<file path="config.mk">
export PLATFORM = sky130hd
export DESIGN_NAME = reg_load_arbiter
export DESIGN_NICKNAME = d
export VERILOG_FILES = /design/src/rtl/reg_load_arbiter.sv
export SDC_FILE = /design/constraint.sdc
export NUM_CORES = 1
export LEC_CHECK = 0
export ABC_CLOCK_PERIOD_IN_PS = 1750
export BUFFER_PORTS_ARGS = -buffer_cell sky130_fd_sc_hd__buf_2
export CORE_UTILIZATION = 47
export CTS_BUF_LIST = sky130_fd_sc_hd__clkbuf_4 sky130_fd_sc_hd__clkbuf_8
export DETAILED_ROUTE_END_ITERATION = 12
export PLACE_DENSITY = 0.82
export SLEW_MARGIN = 20
export SYNTH_ARGS = -nofsm -noshare
export SYNTH_HDL_FRONTEND = slang
export SYNTH_SLANG_ARGS = --single-unit
</file>
<file path="constraint.sdc">
create_clock -name clk -period 1.75 [get_ports clk]
set_input_delay 0.0875 -clock clk [delete_from_list [all_inputs] [get_ports clk]]
set_output_delay 0.0875 -clock clk [all_outputs]
set_load 0.005 [all_outputs]
</file>
<file path="src/rtl/reg_load_arbiter.sv">
// Round-robin arbiter that feeds one shared W-bit loadable register from N requesters.
// Each transfer runs IDLE (pick and capture) -> LOAD (drive load/d) -> ACK (pulse ack).
module reg_load_arbiter #(
  parameter int N = 4,
  parameter int W = 4
) (
  input  logic           clk,
  input  logic           rst,
  input  logic [N-1:0]   req,
  input  logic [N*W-1:0] data,
  output logic [N-1:0]   gnt,
  output logic [N-1:0]   ack,
  output logic           load,
  output logic [W-1:0]   d,
  output logic           busy
);

  localparam int IW = (N > 1) ? $clog2(N) : 1;

  typedef enum logic [1:0] {
    ST_IDLE = 2'd0,
    ST_LOAD = 2'd1,
    ST_ACK  = 2'd2
  } state_e;

  state_e        state_q, state_d;
  logic [IW-1:0] ptr_q, ptr_d;
  logic [IW-1:0] idx_q, idx_d;
  logic [W-1:0]  d_q, d_d;

  logic          found;
  logic [IW-1:0] win;

  // Scanning from the far end back toward ptr leaves the first asserted
  // requester at or after ptr (wrapping modulo N) as the final winner.
  always_comb begin
    found = 1'b0;
    win   = '0;
    for (int k = N - 1; k >= 0; k--) begin
      if (req[(int'(ptr_q) + k) % N]) begin
        found = 1'b1;
        win   = IW'((int'(ptr_q) + k) % N);
      end
    end
  end

  // NOTE: every signal written here gets a default first so no path can
  // leave it unassigned, which would otherwise infer a latch.
  always_comb begin
    state_d = state_q;
    ptr_d   = ptr_q;
    idx_d   = idx_q;
    d_d     = d_q;
    gnt     = '0;
    ack     = '0;
    load    = 1'b0;
    busy    = 1'b0;

    unique case (state_q)
      ST_IDLE: begin
        if (found) begin
          idx_d   = win;
          d_d     = data[int'(win)*W +: W];
          state_d = ST_LOAD;
        end
      end
      ST_LOAD: begin
        load    = 1'b1;
        gnt     = N'(1) << idx_q;
        busy    = 1'b1;
        state_d = ST_ACK;
      end
      ST_ACK: begin
        gnt     = N'(1) << idx_q;
        ack     = N'(1) << idx_q;
        busy    = 1'b1;
        ptr_d   = (idx_q == IW'(N - 1)) ? '0 : idx_q + 1'b1;
        state_d = ST_IDLE;
      end
      default: state_d = ST_IDLE;
    endcase
  end

  // NOTE: non-blocking assignments so every flop samples the pre-edge values.
  always_ff @(posedge clk) begin
    if (rst) begin
      state_q <= ST_IDLE;
      ptr_q   <= '0;
      idx_q   <= '0;
      d_q     <= '0;
    end else begin
      state_q <= state_d;
      ptr_q   <= ptr_d;
      idx_q   <= idx_d;
      d_q     <= d_d;
    end
  end

  assign d = d_q;

endmodule

</file>
**Word level (Yosys, flattened, before mapping)**

Index checks and enable logic that the tools add are counted.
W data, S select, Z words.

- Register bits after elaboration: 10
- Input bits: 22
- Output and inout bits: 14
- Word-level logic and storage cells: 53

- $add $sub $neg: 4
- Magnitude comparators: 4
- Equality and inequality tests: 4
- Shift-type cells: 2
- Multiplexer cells: 26
- Bitwise gates (word level): 3
- Reduce and logical (&&, ||, !) cells: 6

Operators with widths:

| kind | number |
|---|---|
| $shiftx A16 B5 Y4 | 1 |
| $mux W1 | 13 |
| $lt A3 B4 Y1 const B | 3 |
| $mux W2 | 6 |
| $bmux W1 S2 | 4 |
| $mux W4 | 2 |
| $reduce_or A2 Y1 | 4 |
| $add A2 B1 Y2 const B | 2 |
| $add A2 B2 Y2 const B | 2 |
| $eq A2 B2 Y1 const B | 2 |
| $pmux W2 S2 | 1 |
| $shl A1 B2 Y4 const A | 1 |
| $and A1 B1 Y1 const A | 3 |
| $lt A2 B3 Y1 const B | 1 |
| $eq A2 B1 Y1 const B | 1 |
| $logic_not A2 Y1 | 1 |
| $ne A2 B2 Y1 const B | 1 |
| $reduce_and A2 Y1 | 1 |

**Longest topological paths before layout**

- Word-level depth: 12
- Mapped depth: 6
- Mapped depth without buffers: 6

**Worst setup path after synthesis**

No wires, ideal clock.

- Path kind: register -> register
- Start point: register ptr_q[1]
- End point: register d_q[2] (netlist: d[2])
- Setup time: 0.126 ns
- Arrival time: 1.206 ns
- Data required time: 1.624 ns
- Path slack: 0.418 ns
- Cell stages (with the launch flop): 6
- Buffers on the path: 0
- Period minus slack after synthesis: 1.332 ns
- Cell sequence: dfxtp_1 > a21oi_2 > o21ai_2 > a21oi_4 > mux2i_1 > o221ai_2

- Cells in the longest elaborated chain, start to end: 9
- Elaborated cells on any way between the ends: 24
- Classes of those cells: add/sub (3); shift (1); mux (19); reduce/logical (1)

RTL lines:

| element | line | source |
|---|---|---|
| from (decl) | 27 | `logic [IW-1:0] ptr_q, ptr_d;` |
| from (signal assigned) | 93 | `ptr_q <= ptr_d;` |
| $add A2 B2 Y2 | 40, 42 |  |
| $bmux W1 S2 | 40 | `if (req[(int'(ptr_q) + k) % N]) begin` |
| $mux W1 (implied by the code) (2 in series) | 40 |  |
| $mux W2 or $mux W1 (tied branches) (4 in series) | 40 |  |
| $shiftx A16 B5 Y4 or $reduce_and A2 Y1 (tied branches) | -- |  |
| to (signal assigned) | 90 | `d_q <= '0;` |
| to (signal assigned) | 95 | `d_q <= d_d;` |
| to (decl) | 29 | `logic [W-1:0] d_q, d_d;` |

Several ways; a longest one is shown, not always the timed one. The select of a mux whose other input is x is not followed.
A chain may end at the register's enable or synchronous reset.

**Worst setup path after layout**

Ends and elaborated chain as after synthesis.

==> metrics.log <==
INFO  metric critPathMaxFanout = 9
INFO  metric synth-xor-area-share = 0%
INFO  metric std_cell_rows = 13
INFO  metric rsz0062_at_grt = no
INFO  metric grt_antenna_before_repair = 0
INFO  metric max-cap-violations = 0
INFO  metric port-buffer-count = 35
INFO  metric worst_ir_drop_vdd = about 0.55 mV
INFO  metric synthesis.instances = 78
INFO  metric met1_usage = 22.4%
INFO  metric grt_max_degree = 12
INFO  metric pin_count = 36
INFO  metric ys_ff_latch = 10
INFO  metric mostFrequentLayoutCells = sky130_fd_sc_hd__buf_2 (35), sky130_fd_sc_hd__mux2i_1 (13), sky130_fd_sc_hd__dfxtp_1 (10)
INFO  metric finalCritPeriodShare = between 80% and 90%
INFO  metric ant_nets = 0
INFO  metric power.density_cell_area = 712 nW/um^2
INFO  metric htreeDepth = 1
INFO  metric clkSinkCount = 10
INFO  metric synthToLayoutAreaGrowth = 30.3%
INFO  metric synth-simple-area-share = 23.3%
INFO  metric leakage = 0.472 nW
INFO  metric layout-drive-gt1-share = 42.2%
INFO  metric total_number_of_vias = 702
INFO  metric groute.layer.met2.usage = 37.2%
INFO  metric clock-skew-final = roughly 9.3 ps
INFO  metric worst-slew-pin-transition = 373 ps
INFO  metric detail_route.wl_per_cell = 12.8 um
INFO  metric netlist_area = about 740 um^2
INFO  metric cts_tree = built
INFO  metric synth.area.mux_share = 17.7%
INFO  metric maxSlewHeadroom = between 70% and 80%
INFO  metric busiest_layer = met2
INFO  metric place_ws = 296 ps
INFO  metric dpl.hpwl = 1320 um
INFO  metric crit_required = 1890 ps
INFO  metric die_x = 41.6 um
INFO  metric synth-warning-count = 0
INFO  metric detail_route.drc_violations = 0
INFO  metric initial_utilization = about 53%
INFO  metric critPathArrivalTime = 1630 ps
INFO  metric synth_seq_area_share = 27.2%
INFO  metric design.die.area = 1730 um^2
INFO  metric worstSetupStartpointType = flip-flop
INFO  metric die_h = 41.6 um
INFO  metric hold_bufs_inserted_after_cts = 0
INFO  metric grt_first_pass_wirelength = between 2000 and 3000 um
INFO  metric final-hold-violation-count = 0
INFO  metric clkSlewWorstSetupHoldPaths = 80 ps
INFO  metric layout_commonest_cell = sky130_fd_sc_hd__buf_2
INFO  metric setup_fix_buffers_added_after_clock_tree_synthesis = 0
INFO  metric layout.nets = 146
INFO  metric worstSkewPairLatency = 270 ps
INFO  metric synth_cell_type_count = 23
INFO  metric globalRouteOverflowTotal = 0
INFO  metric postCtsResizedCells = 0
INFO  metric final.setup.tns = 0 ps
INFO  metric via_count_of_the_first_global_routing_pass = 682
INFO  metric ctsLongestPathBuffers = 2
INFO  metric globalplace.congestion = about 0.84
INFO  metric drt-vias-per-instance = 5.36
INFO  metric n_antenna_cell = 0
INFO  metric setup.worst_path.class = reg2reg
INFO  metric fraction_of_met3_tracks_used_by_global_routing = 6.09%
INFO  metric status = completed
INFO  metric synth_adder_area_share = 11.9%
INFO  metric tritoncts.num_buffers = 3
INFO  metric largest_family_of_logic_cells_by_synthesized_area = simple AND/OR/NAND/NOR gates
INFO  metric period_minus_slack = 1490 ps
INFO  metric complex_gate_fraction_of_the_synthesized_area = 14.8%
INFO  metric grt_util_all_layers = 21.1%
INFO  metric finalSetupViolations = 0
INFO  metric syn-mean-instance-area = 9.43 um^2
INFO  metric crit_path_end_kind = flip-flop
INFO  metric detail_route.wirelength = 1680 um
INFO  metric finalMaxSlewViolations = 0
INFO  metric core_region_area = 1380 um^2
INFO  metric fmax = between 600 and 700 MHz
INFO  metric detailedRoute.firstIterationViolations = 6
INFO  metric utilization = between 60 and 70%
INFO  metric cts-root-buf = sky130_fd_sc_hd__clkbuf_4
INFO  metric firstDrtPassIters = 4
INFO  metric timing.final.ws_setup = 263 ps
INFO  metric hold_path_class = in2reg
INFO  metric synth.net_count = approximately 110
INFO  metric fillers = between 100 and 150
==> final timing paths <==
path                            cells past startpoint                 to                  start  slack [ps]
worst min-delay path                                3  d[2]$_SDFFE_PP0P_                data[6]         120
worst min register to register                      2  d[3]$_SDFFE_PP0P_      d[3]$_SDFFE_PP0P_         510
worst max register to register                      5  d[2]$_SDFFE_PP0P_  ptr_q[1]$_SDFFE_PP0P_         260
worst max-delay path                                5  d[2]$_SDFFE_PP0P_  ptr_q[1]$_SDFFE_PP0P_         260
==> metrics by stage <==
step	power [mW]	std cells	hold WS [ps]	cell area (um^2)
after global placement	0.465	127	384	922
after detailed placement	0.475	127	390	922
final	0.683	131	118	958
after global routing	0.726	131	139	958
after floorplan	0.398	78	285	736
after CTS	0.687	131	120	958
==> state kept, by name, summed over array words and instances (netlist names) <==
register  count
ptr_q         2
d             4
state_q       2
idx_q         2
==> cells by family after synthesis <==
logic type | Yosys count
AO/OA/AOI/OAI | 11
adder cells (fa/ha/maj) | 7
buffers and inverters | 9
flip-flops | 10
multiplexers | 13
AND/OR/NAND/NOR | 28
==> layer usage <==
| layer | share of wire (%) | wire length, um | up-vias |
|---|---|---|---|
| met2 | 51 | 855 | 35 |
| li1 | - | - | 347 |
| met1 | 41 | 686 | 318 |
| met4 | 1.2 | 20 | 0 |
| met5 | 0 | 0 | - |
| met3 | 6.9 | 115 | 2 |
==> cell usage after synthesis <==
cell / n / area [um^2]
sky130_fd_sc_hd__mux2i_1: 13 / 130
sky130_fd_sc_hd__dfxtp_1: 10 / 200
sky130_fd_sc_hd__and2_1: 8 / 50.1
sky130_fd_sc_hd__inv_1: 8 / 30.0
sky130_fd_sc_hd__nor2_1: 8 / 30.0
sky130_fd_sc_hd__ha_1: 7 / 87.6
sky130_fd_sc_hd__nand3b_1: 4 / 30.0
sky130_fd_sc_hd__o221ai_1: 3 / 26.3
sky130_fd_sc_hd__a21oi_1: 2 / 10.0
sky130_fd_sc_hd__nand2b_1: 2 / 12.5
sky130_fd_sc_hd__a21oi_2: 1 / 8.76
sky130_fd_sc_hd__a21oi_4: 1 / 16.3
sky130_fd_sc_hd__a221oi_2: 1 / 15.0
sky130_fd_sc_hd__a22o_1: 1 / 8.76
sky130_fd_sc_hd__buf_4: 1 / 7.51
sky130_fd_sc_hd__nand2_2: 1 / 6.26
sky130_fd_sc_hd__nand2_4: 1 / 11.3
sky130_fd_sc_hd__nand2b_2: 1 / 8.76
sky130_fd_sc_hd__nor2_2: 1 / 6.26
sky130_fd_sc_hd__nor3_1: 1 / 5.00
sky130_fd_sc_hd__o21ai_2: 1 / 8.76
sky130_fd_sc_hd__o221ai_2: 1 / 15.0
sky130_fd_sc_hd__or4_4: 1 / 11.3
==> worst max-delay path, cell delays in order, from the launching register on <==
cell,delay (ps)
sky130_fd_sc_hd__dfxtp_1,370
sky130_fd_sc_hd__a21oi_2,160
sky130_fd_sc_hd__o21ai_2,90
sky130_fd_sc_hd__a21oi_4,350
sky130_fd_sc_hd__mux2i_1,270
sky130_fd_sc_hd__o221ai_2,120
==> power breakdown <==
group	internal [mW]	switching (mW)	leakage, nW
combinational	0.0989	0.102	0.369
clock	0.126	0.0875	0.0210
sequential	0.251	0.0174	0.0822
==> layout make-up <==
cell class	instances	area, um^2	area share [%]
tap	15	18.8	1.96
timing repair buffer	35	175	18.3
multi-input combinational	59	498	52.0
clock buffer	4	36.3	3.79
sequential	10	200	20.9
inverter	8	30.0	3.13
No activity file was read; power rests on OpenSTA's default activity.
